`config.mk`:
```
export PLATFORM = sky130hd
export DESIGN_NAME = keypad_scanner
export DESIGN_NICKNAME = d
export VERILOG_FILES = /design/src/rtl/keypad_scanner.sv
export SDC_FILE = /design/constraint.sdc
export NUM_CORES = 1
export LEC_CHECK = 0
export ABC_CLOCK_PERIOD_IN_PS = 3000
export BUFFER_PORTS_ARGS = -buffer_cell sky130_fd_sc_hd__buf_2
export CAP_MARGIN = 20
export CORE_ASPECT_RATIO = 0.7
export CORE_MARGIN = 2
export CORE_UTILIZATION = 55
export DETAILED_ROUTE_END_ITERATION = 16
export GPL_TIMING_DRIVEN = 0
export HOLD_SLACK_MARGIN = 0.05
export PLACE_DENSITY_LB_ADDON = 0.3
export RECOVER_POWER = 25
export SLEW_MARGIN = 20
export SYNTH_ARGS = -nofsm -noshare
export SYNTH_HDL_FRONTEND = slang
export SYNTH_SLANG_ARGS = --single-unit
```
`constraint.sdc`:
```
create_clock -name clk -period 3 [get_ports clk]
set_input_delay 0.45 -clock clk [delete_from_list [all_inputs] [get_ports clk]]
set_output_delay 0.45 -clock clk [all_outputs]
set_load 0.01 [all_outputs]
```
`src/rtl/keypad_scanner.sv`:
```
// 4x4 matrix keypad scanner: drives one row low per slot, synchronises and
// debounces the columns, and reports each confirmed press as a 4-bit key code.
module keypad_scanner #(
  parameter int SCAN_DIV     = 50000,
  parameter int DEBOUNCE_CNT = 4
) (
  input  logic        clk,
  input  logic        rst,
  input  logic [3:0]  cols,
  output logic [3:0]  rows,
  output logic [31:0] number,
  output logic [1:0]  pressed
);

  localparam int SW = (SCAN_DIV > 1) ? $clog2(SCAN_DIV) : 1;
  localparam int DW = $clog2(DEBOUNCE_CNT + 1);
  localparam logic [SW-1:0] SLOT_LAST = SW'(SCAN_DIV - 1);
  localparam logic [DW-1:0] DEB_LAST  = DW'(DEBOUNCE_CNT - 1);
  localparam logic [DW-1:0] DEB_ONE   = DW'(1);

  localparam logic [1:0] SCAN      = 2'd0;
  localparam logic [1:0] DEB_PRESS = 2'd1;
  localparam logic [1:0] HELD      = 2'd2;
  localparam logic [1:0] DEB_REL   = 2'd3;

  logic [1:0]    state;
  logic [3:0]    cols_meta;
  logic [3:0]    cols_sync;
  logic [SW-1:0] slot_cnt;
  logic [1:0]    row_idx;
  logic [1:0]    col_idx;
  logic [DW-1:0] deb_cnt;
  logic [3:0]    code_q;
  logic          held_q;
  logic          strobe_q;

  logic          sample;
  logic          any_low;
  logic          col_low;
  logic [1:0]    low_col;

  function automatic logic [3:0] keymap(input logic [1:0] r, input logic [1:0] c);
    logic [3:0] k;
    k = 4'd0;
    case ({r, c})
      4'h0: k = 4'd1;
      4'h1: k = 4'd2;
      4'h2: k = 4'd3;
      4'h3: k = 4'd10;
      4'h4: k = 4'd4;
      4'h5: k = 4'd5;
      4'h6: k = 4'd6;
      4'h7: k = 4'd11;
      4'h8: k = 4'd7;
      4'h9: k = 4'd8;
      4'ha: k = 4'd9;
      4'hb: k = 4'd12;
      4'hc: k = 4'd14;
      4'hd: k = 4'd0;
      4'he: k = 4'd15;
      4'hf: k = 4'd13;
    endcase
    return k;
  endfunction

  assign sample  = (slot_cnt == SLOT_LAST);
  assign any_low = ~&cols_sync;
  assign col_low = ~cols_sync[col_idx];

  // Lowest-index low column wins when several keys in the row are down.
  always_comb begin
    low_col = 2'd3;
    if (!cols_sync[0])      low_col = 2'd0;
    else if (!cols_sync[1]) low_col = 2'd1;
    else if (!cols_sync[2]) low_col = 2'd2;
  end

  always_ff @(posedge clk) begin
    if (rst) begin
      state     <= SCAN;
      cols_meta <= 4'hf;
      cols_sync <= 4'hf;
      slot_cnt  <= '0;
      row_idx   <= 2'd0;
      col_idx   <= 2'd0;
      deb_cnt   <= '0;
      code_q    <= 4'd0;
      held_q    <= 1'b0;
      strobe_q  <= 1'b0;
    end else begin
      cols_meta <= cols;
      cols_sync <= cols_meta;
      strobe_q  <= 1'b0;
      slot_cnt  <= sample ? '0 : slot_cnt + 1'b1;
      if (sample) begin
        case (state)
          SCAN: begin
            if (any_low) begin
              col_idx <= low_col;
              deb_cnt <= DEB_ONE;
              if (DEBOUNCE_CNT == 1) begin
                state    <= HELD;
                code_q   <= keymap(row_idx, low_col);
                held_q   <= 1'b1;
                strobe_q <= 1'b1;
              end else begin
                state <= DEB_PRESS;
              end
            end else begin
              row_idx <= row_idx + 2'd1;
            end
          end
          DEB_PRESS: begin
            if (col_low) begin
              if (deb_cnt == DEB_LAST) begin
                state    <= HELD;
                code_q   <= keymap(row_idx, col_idx);
                held_q   <= 1'b1;
                strobe_q <= 1'b1;
              end else begin
                deb_cnt <= deb_cnt + 1'b1;
              end
            end else begin
              // A failed press debounce behaves like an idle scan sample.
              state   <= SCAN;
              row_idx <= row_idx + 2'd1;
            end
          end
          HELD: begin
            if (!col_low) begin
              deb_cnt <= DEB_ONE;
              if (DEBOUNCE_CNT == 1) begin
                state   <= SCAN;
                held_q  <= 1'b0;
                row_idx <= row_idx + 2'd1;
              end else begin
                state <= DEB_REL;
              end
            end
          end
          DEB_REL: begin
            if (!col_low) begin
              if (deb_cnt == DEB_LAST) begin
                state   <= SCAN;
                held_q  <= 1'b0;
                row_idx <= row_idx + 2'd1;
              end else begin
                deb_cnt <= deb_cnt + 1'b1;
              end
            end else begin
              state <= HELD;
            end
          end
          default: state <= SCAN;
        endcase
      end
    end
  end

  // pressed[0] is a level while the key is held; pressed[1] is a single-cycle
  // strobe coinciding with the first cycle of the level and the new number.
  assign rows    = ~(4'b0001 << row_idx);
  assign number  = {28'd0, code_q};
  assign pressed = {strobe_q, held_q};

endmodule

```
**Yosys cells after proc, flatten, opt, wreduce, memory -nomap -nowiden**

Memory sizes are Yosys's and may differ from the RTL's. A register that Yosys moved wholly into a read port is not among the register bits.
Cells that the tools add are included.

- Reduce and logical (&&, ||, !) cells: 12
- Bitwise gates (word level): 5
- Mux-type cells: 29
- Magnitude comparators: 1
- Add/subtract/negate cells: 3
- Equality and inequality tests: 15
- Shift-type cells: 1

Operators by type and width:

| kind | number |
|---|---|
| 2-to-1 mux 2 bit | 12 |
| adder 16 x 1 -> 16 bit, second input constant | 1 |
| == test 16 bit, second input constant | 1 |
| inequality test 2 bit, second input constant | 8 |
| 2-to-1 mux 3 bit | 5 |
| one-hot mux 3 bit (4 select lines) | 1 |
| AND reduction 6 bit | 2 |
| AND reduction 5 bit | 2 |
| one-hot mux 2 bit (4 select lines) | 1 |
| AND reduction 4 bit | 2 |
| 2-to-1 mux 1 bit | 7 |
| inequality test 3 bit, second input constant | 2 |
| one-hot mux 2 bit (3 select lines) | 1 |
| == test 2 bit, second input constant | 2 |
| inverter 1 bit | 4 |
| inverter 4 bit | 1 |
| OR reduction 4 bit | 1 |
| << shifter 1 x 2 -> 4 bit, first input constant | 1 |
| adder 3 x 1 -> 3 bit, second input constant | 1 |
| == test 3 x 2 -> 1 bit, second input constant | 1 |
| less-than comparator 2 x 3 -> 1 bit, second input constant | 1 |
| AND reduction 3 bit | 1 |
| nonzero test 3 bit | 1 |
| adder 2 x 1 -> 2 bit, second input constant | 1 |
| 6 further kinds | 6 |

- Register bits after elaboration: 35
- Memory bits (read-only): 64
- Memories: 1
- Bits of input ports: 6
- Output and inout bits: 38

Memory list:

| memory | words | bits a word | read ports | clocked after Yosys merged registers in | wr ports | line | source |
|---|---|---|---|---|---|---|---|
| (name not given) | 16 | 4 | 1 | 1 | 0 | 45 | `case ({r, c})` |

**Depth between registers and ports, before layout**

Gate-level depths: netlist of the first run.

- Word-level depth: 4
- Depth in mapped cells: 7
- Gate-level depth less buffers: 6

**Worst setup path after synthesis of the first run**

Ideal clock, no wire load.

- Path type: reg-to-reg
- Start: register slot_cnt[7]
- End: register row_idx[0]
- Slack: 826 ps
- Stages on the path, launching flop included: 6
- Setup time: 121 ps
- Arrival time: 2053 ps
- Clock period less this slack: 2174 ps
- Buffers on the path: 1
- Data required time: 2879 ps
- Cell sequence: dfxtp_1 buf_6 or4b_2 nor4_1 a21boi_0 mux2_2

- Cells in the longest elaborated chain, start to end: 2

Ends and longest elaborated chain:

| element | line | source |
|---|---|---|
| from (decl) | 29 | `logic [SW-1:0] slot_cnt;` |
| from (signal assigned) | 94 | `slot_cnt <= sample ? '0 : slot_cnt + 1'b1;` |
| == test 16 bit | 66 | `assign sample = (slot_cnt == SLOT_LAST);` |
| AND reduction 6 bit (no line) | -- |  |
| to (signal assigned) | 110 | `row_idx <= row_idx + 2'd1;` |
| to (signal assigned) | 126 | `row_idx <= row_idx + 2'd1;` |
| to (signal assigned) | 135 | `row_idx <= row_idx + 2'd1;` |
| to (decl) | 30 | `logic [1:0] row_idx;` |

No other way between the ends.
A chain may end at the register's enable or synchronous reset.

**Final worst setup path of the first run**

Same ends and word-level chain as after synthesis.

==> flow_summary_export.csv, run 1 <==
group,metric,value,unit
status,status,"finished, final reports clean",
global_routing,initial_antenna_violation_count,0,
worst_setup_path,critPathRequiredTime,3180,ps
logic_synthesis,netlist-cell-type-count,43,
sta,clock-skew-final,8.18,ps
routing,drt_pre_antenna_iters,4,
placed_design,dpl_cell_area,2460,sq um
placed_design,place_congestion,0.851,
routing,drtAntennaViolNets,0,
logic_synthesis,postSynth.asyncResetShare,0,%
cts,clock_latency,290,ps
sta,rsz_0062_raised_after_global_routing,"no",
cts,clk_pin_slew,80,ps
pwr,seqPwrFrac,49.8,%
logic_synthesis,ys.warnings.count,0,
sta,final.setup.worst_slack,538,ps
cells_and_area,final_design_area_no_fill,2570,sq um
worst_setup_path,setup.worst_path.class,"flop to flop",
pwr,total_power,1.07,mW
worst_setup_path,worstSetupStartpointType,"flop",
logic_synthesis,netlist_instances,248,
pwr,leakagePower,1.14,nW
floorplanning,fp.dieArea,4570,sq um
cells_and_area,layout_cell_share_with_drive_strength_beyond_1,22.8,%
sta,final.period_utilization,82.1,%
cts,cts-root-to-sink-buffers,2,
placed_design,post-dp-hpwl,2930,um
cells_and_area,finished_core_util,66.0,%
logic_synthesis,syn_area,2220,sq um
worst_setup_path,setup.worst_path.start,"slot_cnt[7]",
logic_synthesis,synthesis.area_per_instance,8.96,sq um
worst_setup_path,critPathCaptureType,"flop",
pwr,clkPwrFrac,42.7,%
cts,post_cts_buffers,0,
routing,route.vias.total,1715,
floorplanning,io_pins,44,
sta,crit_path_time_final,2460,ps
cts,htreeDepth,2,
sta,worst_pin_slew,499,ps
placed_design,numPortBuffers,15,
worst_setup_path,crit_path_cell_trace,"buf_6 > or4b_2 > nor4_1 > a21boi_0 > mux2_2",
worst_hold_path,hold_class,"input port to flop",
worst_hold_path,holdCritStartpoint,"cols[3]",
worst_setup_path,slowest_cp_cell,"or4b_2",
global_routing,grt_max_degree,13,
pwr,p_switching,235,uW
pwr,power_density,415,nW/um^2
pwr,power.ir.vdd_worst,0.310,mV
pwr,pwr-share-comb,7.5,%
logic_synthesis,yosysSeqAreaShare,35.1,%
pwr,internal_power,833,uW
cts,cts_num_sinks,39,
worst_setup_path,max_stage_delay,640,ps
worst_setup_path,worstPathMaxFanout,10,
sta,setup_total_negative_slack,0,ps
flow_run,maxCapViolations,0,
global_routing,gr-total-overflow,0,
cells_and_area,fin_cells,350,
sta,hold-worst-slack,343,ps
worst_setup_path,reg_to_reg_critical_path_startpoint,"slot_cnt[7]",
global_routing,grtUsageTotal,19.1,%
logic_synthesis,synth-edff-count,0,
routing,drc,0,
sta,clock.fmax,0.406,GHz
routing,drt-initial-drc-count,132,
sta,final-max-slew-violation-count,0,
cells_and_area,fin_nets,316,
pwr,switching_share,22.0,%
floorplanning,die_width,80.0,um
global_routing,first_pass_grt_wire_length,6890,um
routing,avgRoutedWirePerCell,11.3,um
global_routing,first_global_vias,1496,
placed_design,pre_cts_ws,544,ps
sta,finalSetupViolations,0,
floorplanning,floorplan.rows,19,
cells_and_area,flow.area_growth_from_synthesis,15.8,%
logic_synthesis,synth_ff_type,"dfxtp_1",
cts,tritoncts,"done",
floorplanning,die_height,57.2,um
cts,clock_root_buffer_master,"clkbuf_8",
sta,timing.final.hold_violations,0,
cts,cts-buffers-inserted,5,
sta,max-slew-margin-rel,66.4,%
logic_synthesis,synth-seq-cells,39,
worst_setup_path,arrival,2640,ps
floorplanning,core-area,3900,sq um
placed_design,place_inst,342,
routing,drt-vias-per-instance,4.90,
cts,cts-hold-fix-buffers,0,
cts,post_cts_resize_count,0,
cells_and_area,diodes,0,
routing,routed_wl,3950,um
floorplanning,initial_core_util,57.0,%
-- power groups by stage --
| stage | Clock (mW) | Combinational (mW) | Sequential (mW) |
|---|---|---|---|
| final | 0.456 | 0.0797 | 0.532 |
| after floorplan | 0 | 0.0668 | 0.542 |
| after CTS | 0.460 | 0.0788 | 0.532 |
| after global placement | 0 | 0.0768 | 0.543 |
| after global routing | 0.485 | 0.0887 | 0.533 |
| after detailed placement | 0 | 0.0780 | 0.544 |
-- metal layers --
layer  part of all wire (%)  wire length [um]  track usage, %
met3                    7.2               283            4.59
met2                     42              1650            27.5
met1                     51              2000            28.4
met4                   0.58                23            5.81
met5                      0                 0               0
-- cell usage in the layout, fill, tap and decap left out, types with 7 or more instances in the layout --
cell      instances
conb_1           28
a21oi_1           7
or2_2             9
nand4_1           7
ha_1             13
nand3_1           9
clkbuf_1         14
mux2i_1           8
buf_4            30
dfxtp_1          39
xor2_1            8
nor2_1           21
buf_2             9
nand2_1          13
inv_1            16
-- cell families after synthesis --
family	count (synthesis)	synth area share, %
buffers and inverters	56	15.3
xor gates and xnor gates	12	4.73
other	1	0.169
muxes	14	7.66
adders and majority gates	13	7.32
DFF	39	35.1
and+or+nand+nor	92	23.9
AOI/OAI and AO/OA	21	5.86
-- flip-flops by register name, summed over array words and instances (netlist names), named ones only --
register / cells
strobe_q: 1
code_q: 4
cols_sync: 4
held_q: 1
row_idx: 2
col_idx: 2
slot_cnt: 16
deb_cnt: 3
state: 1
cols_meta: 4
-- final timing paths --
path / end / slack [ps] / cells past startpoint
worst min-delay path: cols_meta[3] / 340 / 2
worst min register to register: cols_sync[1] / 410 / 1
worst max register to register: row_idx[0] / 540 / 5
worst max-delay path: row_idx[0] / 540 / 5
-- cell type report --
cell class,count,area (sq um)
Buffer,40,279
Clock buffer,6,82.6
Clock inverter,2,35.0
Fill cell,331,1330
Inverter,16,60.1
Multi-Input combinational cell,180,1200
Sequential cell,39,781
Tap cell,52,65.1
Timing Repair Buffer,15,66.3
-- critical path: cells and delay by family, from the launching register on --
family / cells / cell delay, ps
muxes: 1 / 380
AOI/OAI and AO/OA: 1 / 420
DFF: 1 / 310
and+or+nand+nor: 2 / 1100
buffers and inverters: 1 / 130
-- cells in the mapped netlist (5+ instances only) --
cell type,number,area [sq um]
nand2_1,13,48.8
ha_1,13,163
nand3_1,9,45.0
nor2_1,21,78.8
dfxtp_1,39,781
buf_4,30,225
xor2_1,8,70.1
and3_1,5,31.3
a21oi_1,7,35.0
nor2b_1,6,37.5
mux2i_1,8,80.1
inv_1,16,60.1
clkbuf_1,7,26.3
o21ai_0,6,30.0
or2_2,9,56.3
nand4_1,7,43.8
Power figures use the tool's default switching activity.
==> inputs of run 2 (changes only) <==
- ABC_AREA: default -> 1
- ABC_CLOCK_PERIOD_IN_PS: 3000 -> 2200
- CORE_UTILIZATION: 55 -> 50
- clock period: 3 -> 2.2 ns (I/O delays scaled with it)
==> flow_summary_export.csv, run 2 <==
group,metric,value,unit
logic_synthesis,synth-seq-cells,39,
floorplanning,die_height,61.3,um
floorplanning,core-area,4430,sq um
floorplanning,io_pins,44,
worst_setup_path,setup.worst_path.class,"flop to output port",
routing,drc,6,
pwr,power_density,534,nW/um^2
pwr,leakagePower,1.27,nW
cts,cts-root-to-sink-buffers,2,
routing,drtAntennaViolNets,0,
sta,clock.fmax,0.561,GHz
cells_and_area,layout_cell_share_with_drive_strength_beyond_1,19.5,%
logic_synthesis,syn_area,2340,sq um
cells_and_area,layout.cells.most_common_list,"70 x nand2_1, 56 x nor2_1, 39 x dfxtp_1",
cells_and_area,fin_nets,408,
cells_and_area,top_register,"slot_cnt",
pwr,power.ir.vdd_worst,0.383,mV
cells_and_area,mostFrequentLayoutCell,"nand2_1",
cts,tritoncts,"done",
logic_synthesis,postSynth.asyncResetShare,0,%
global_routing,globalRouteMet2Util,25.6,%
placed_design,post-dp-hpwl,3300,um
worst_setup_path,arrival,1450,ps
logic_synthesis,yosysSeqAreaShare,33.4,%
logic_synthesis,synth-edff-count,0,
cts,post_cts_resize_count,0,
cells_and_area,diodes,0,
logic_synthesis,synth.area.top_cells,"dfxtp_1 33%, nand2_1 11%, buf_4 9.6%",
routing,drt-vias-per-instance,4.53,
sta,finalSetupViolations,0,
sta,final.setup.worst_slack,416,ps
sta,timing.final.hold_violations,0,
logic_synthesis,netlist-cell-type-count,32,
global_routing,grt_max_degree,13,
floorplanning,die_width,85.8,um
cells_and_area,largest_register_ffs,16,
cells_and_area,finished_core_util,60.9,%
cells_and_area,flow.area_growth_from_synthesis,15.2,%
flow_run,maxCapViolations,0,
cts,post_cts_buffers,0,
sta,clock-skew-final,5.45,ps
cts,htreeDepth,2,
sta,crit_path_time_final,1780,ps
cts,cts_num_sinks,39,
cts,cts-hold-fix-buffers,0,
logic_synthesis,yosys-top-cells-count,"70 x nand2_1, 56 x nor2_1, 39 x dfxtp_1",
floorplanning,floorplan.rows,20,
placed_design,pre_cts_ws,516,ps
placed_design,numPortBuffers,15,
global_routing,first_global_vias,1673,
logic_synthesis,yosysTopAreaCellShare,33.4,%
routing,route.vias.total,2015,
sta,final-max-slew-violation-count,0,
status,status,"finished with violations",
logic_synthesis,count_leader_synth,"nand2_1",
routing,drt-initial-drc-count,141,
sta,setup_total_negative_slack,0,ps
logic_synthesis,netlist_instances,340,
floorplanning,fp.dieArea,5250,sq um
logic_synthesis,post-synth-top-area-cell,"dfxtp_1",
worst_setup_path,critPathCaptureType,"output port",
sta,rsz_0062_raised_after_global_routing,"no",
worst_setup_path,critPathRequiredTime,1870,ps
sta,final.period_utilization,81.1,%
global_routing,global_route.usage.met3,5.63,%
routing,avgRoutedWirePerCell,9.65,um
global_routing,grtUsageTotal,17.4,%
cts,clock_latency,290,ps
cts,cts-buffers-inserted,5,
floorplanning,initial_core_util,52.9,%
cts,clk_pin_slew,70,ps
routing,routed_wl,4300,um
worst_hold_path,hold_class,"input port to flop",
worst_setup_path,worstPathMaxFanout,9,
global_routing,gr-total-overflow,0,
logic_synthesis,synth_ff_type,"dfxtp_1",
global_routing,grt_use_met1,24.4,%
status,violations,"DRC",
routing,drt_pre_antenna_iters,12,
cts,clock_root_buffer_master,"clkbuf_8",
global_routing,first_pass_grt_wire_length,7180,um
global_routing,initial_antenna_violation_count,0,
logic_synthesis,synthesis.area_per_instance,6.89,sq um
global_routing,gr-max-usage-layer,"met2",
sta,hold-worst-slack,217,ps
logic_synthesis,ys.warnings.count,0,
placed_design,place_congestion,0.901,
worst_setup_path,worstSetupStartpointType,"flop",
-- run 2: changes by cell type in the layout (fill, tap and decap cells not counted), sizes merged, moves of 5 or more --
cell / before / now
nor2: 21 / 61
or3: 5 / 0
nor2b: 6 / 0
clkbuf: 20 / 14
and3: 5 / 0
nor3: 1 / 6
mux2i: 8 / 0
nand2: 13 / 73
a21oi: 7 / 20
xor2: 8 / 1
nand3: 9 / 21
inv: 16 / 37
-- run 2: worst max-delay path, cell delays in order (launching register included) --
cell      delay (ps)
dfxtp_1          360
clkbuf_1         300
inv_1            140
ha_1             200
inv_1             40
buf_2            110
-- run 2: final cells by class --
type / count / area (sq um)
well taps: 55 / 68.8
inverters: 37 / 139
plain buffers: 36 / 251
multi-input cells: 255 / 1270
clock buffers: 6 / 82.6
repair buffers: 15 / 68.8
flip-flops and latches: 39 / 781
clock inverters: 2 / 35.0
fillers: 438 / 1730
-- run 2: per-layer routing --
layer / up-vias / share of wire [%]
met5: - / 0
met4: 0 / 0.93
met3: 5 / 7.8
met2: 61 / 38
met1: 839 / 53
li1: 1110 / -
-- run 2: power breakdown --
| part | switching, mW | internal, mW |
|---|---|---|
| logic | 0.0569 | 0.0510 |
| registers | 0.00682 | 0.717 |
| clock network | 0.241 | 0.367 |
| total | 0.305 | 1.13 |
-- run 2: per-stage QoR --
step	instances	cell area (sq um)	power (mW)
floorplan	367	2440	0.832
global placement	437	2590	0.845
detailed placement	437	2590	0.846
CTS	445	2700	1.45
global route	445	2700	1.50
finish	445	2700	1.44
-- run 2: worst paths after layout --
check	start	to	slack, ps	cells after the start
setup / recovery	row_idx[1]	rows[0]	420	5
setup reg to reg	slot_cnt[0]	code_q[1]	470	10
hold / removal	cols[2]	cols_meta[2]	220	2
hold reg to reg	cols_meta[0]	cols_sync[0]	410	1
-- run 2: kinds of logic (layout without fill, tap and decap cells) --
group	count (synthesis)	count (layout)	synth area share [%]
AND/OR/NAND/NOR	179	179	34.4
buffers and inverters	73	96	16.7
flip-flops	39	39	33.4
AO/OA/AOI/OAI	34	34	8.07
adder cells (fa/ha/maj)	13	13	6.95
other	1	28	0.160
XOR/XNOR	1	1	0.374
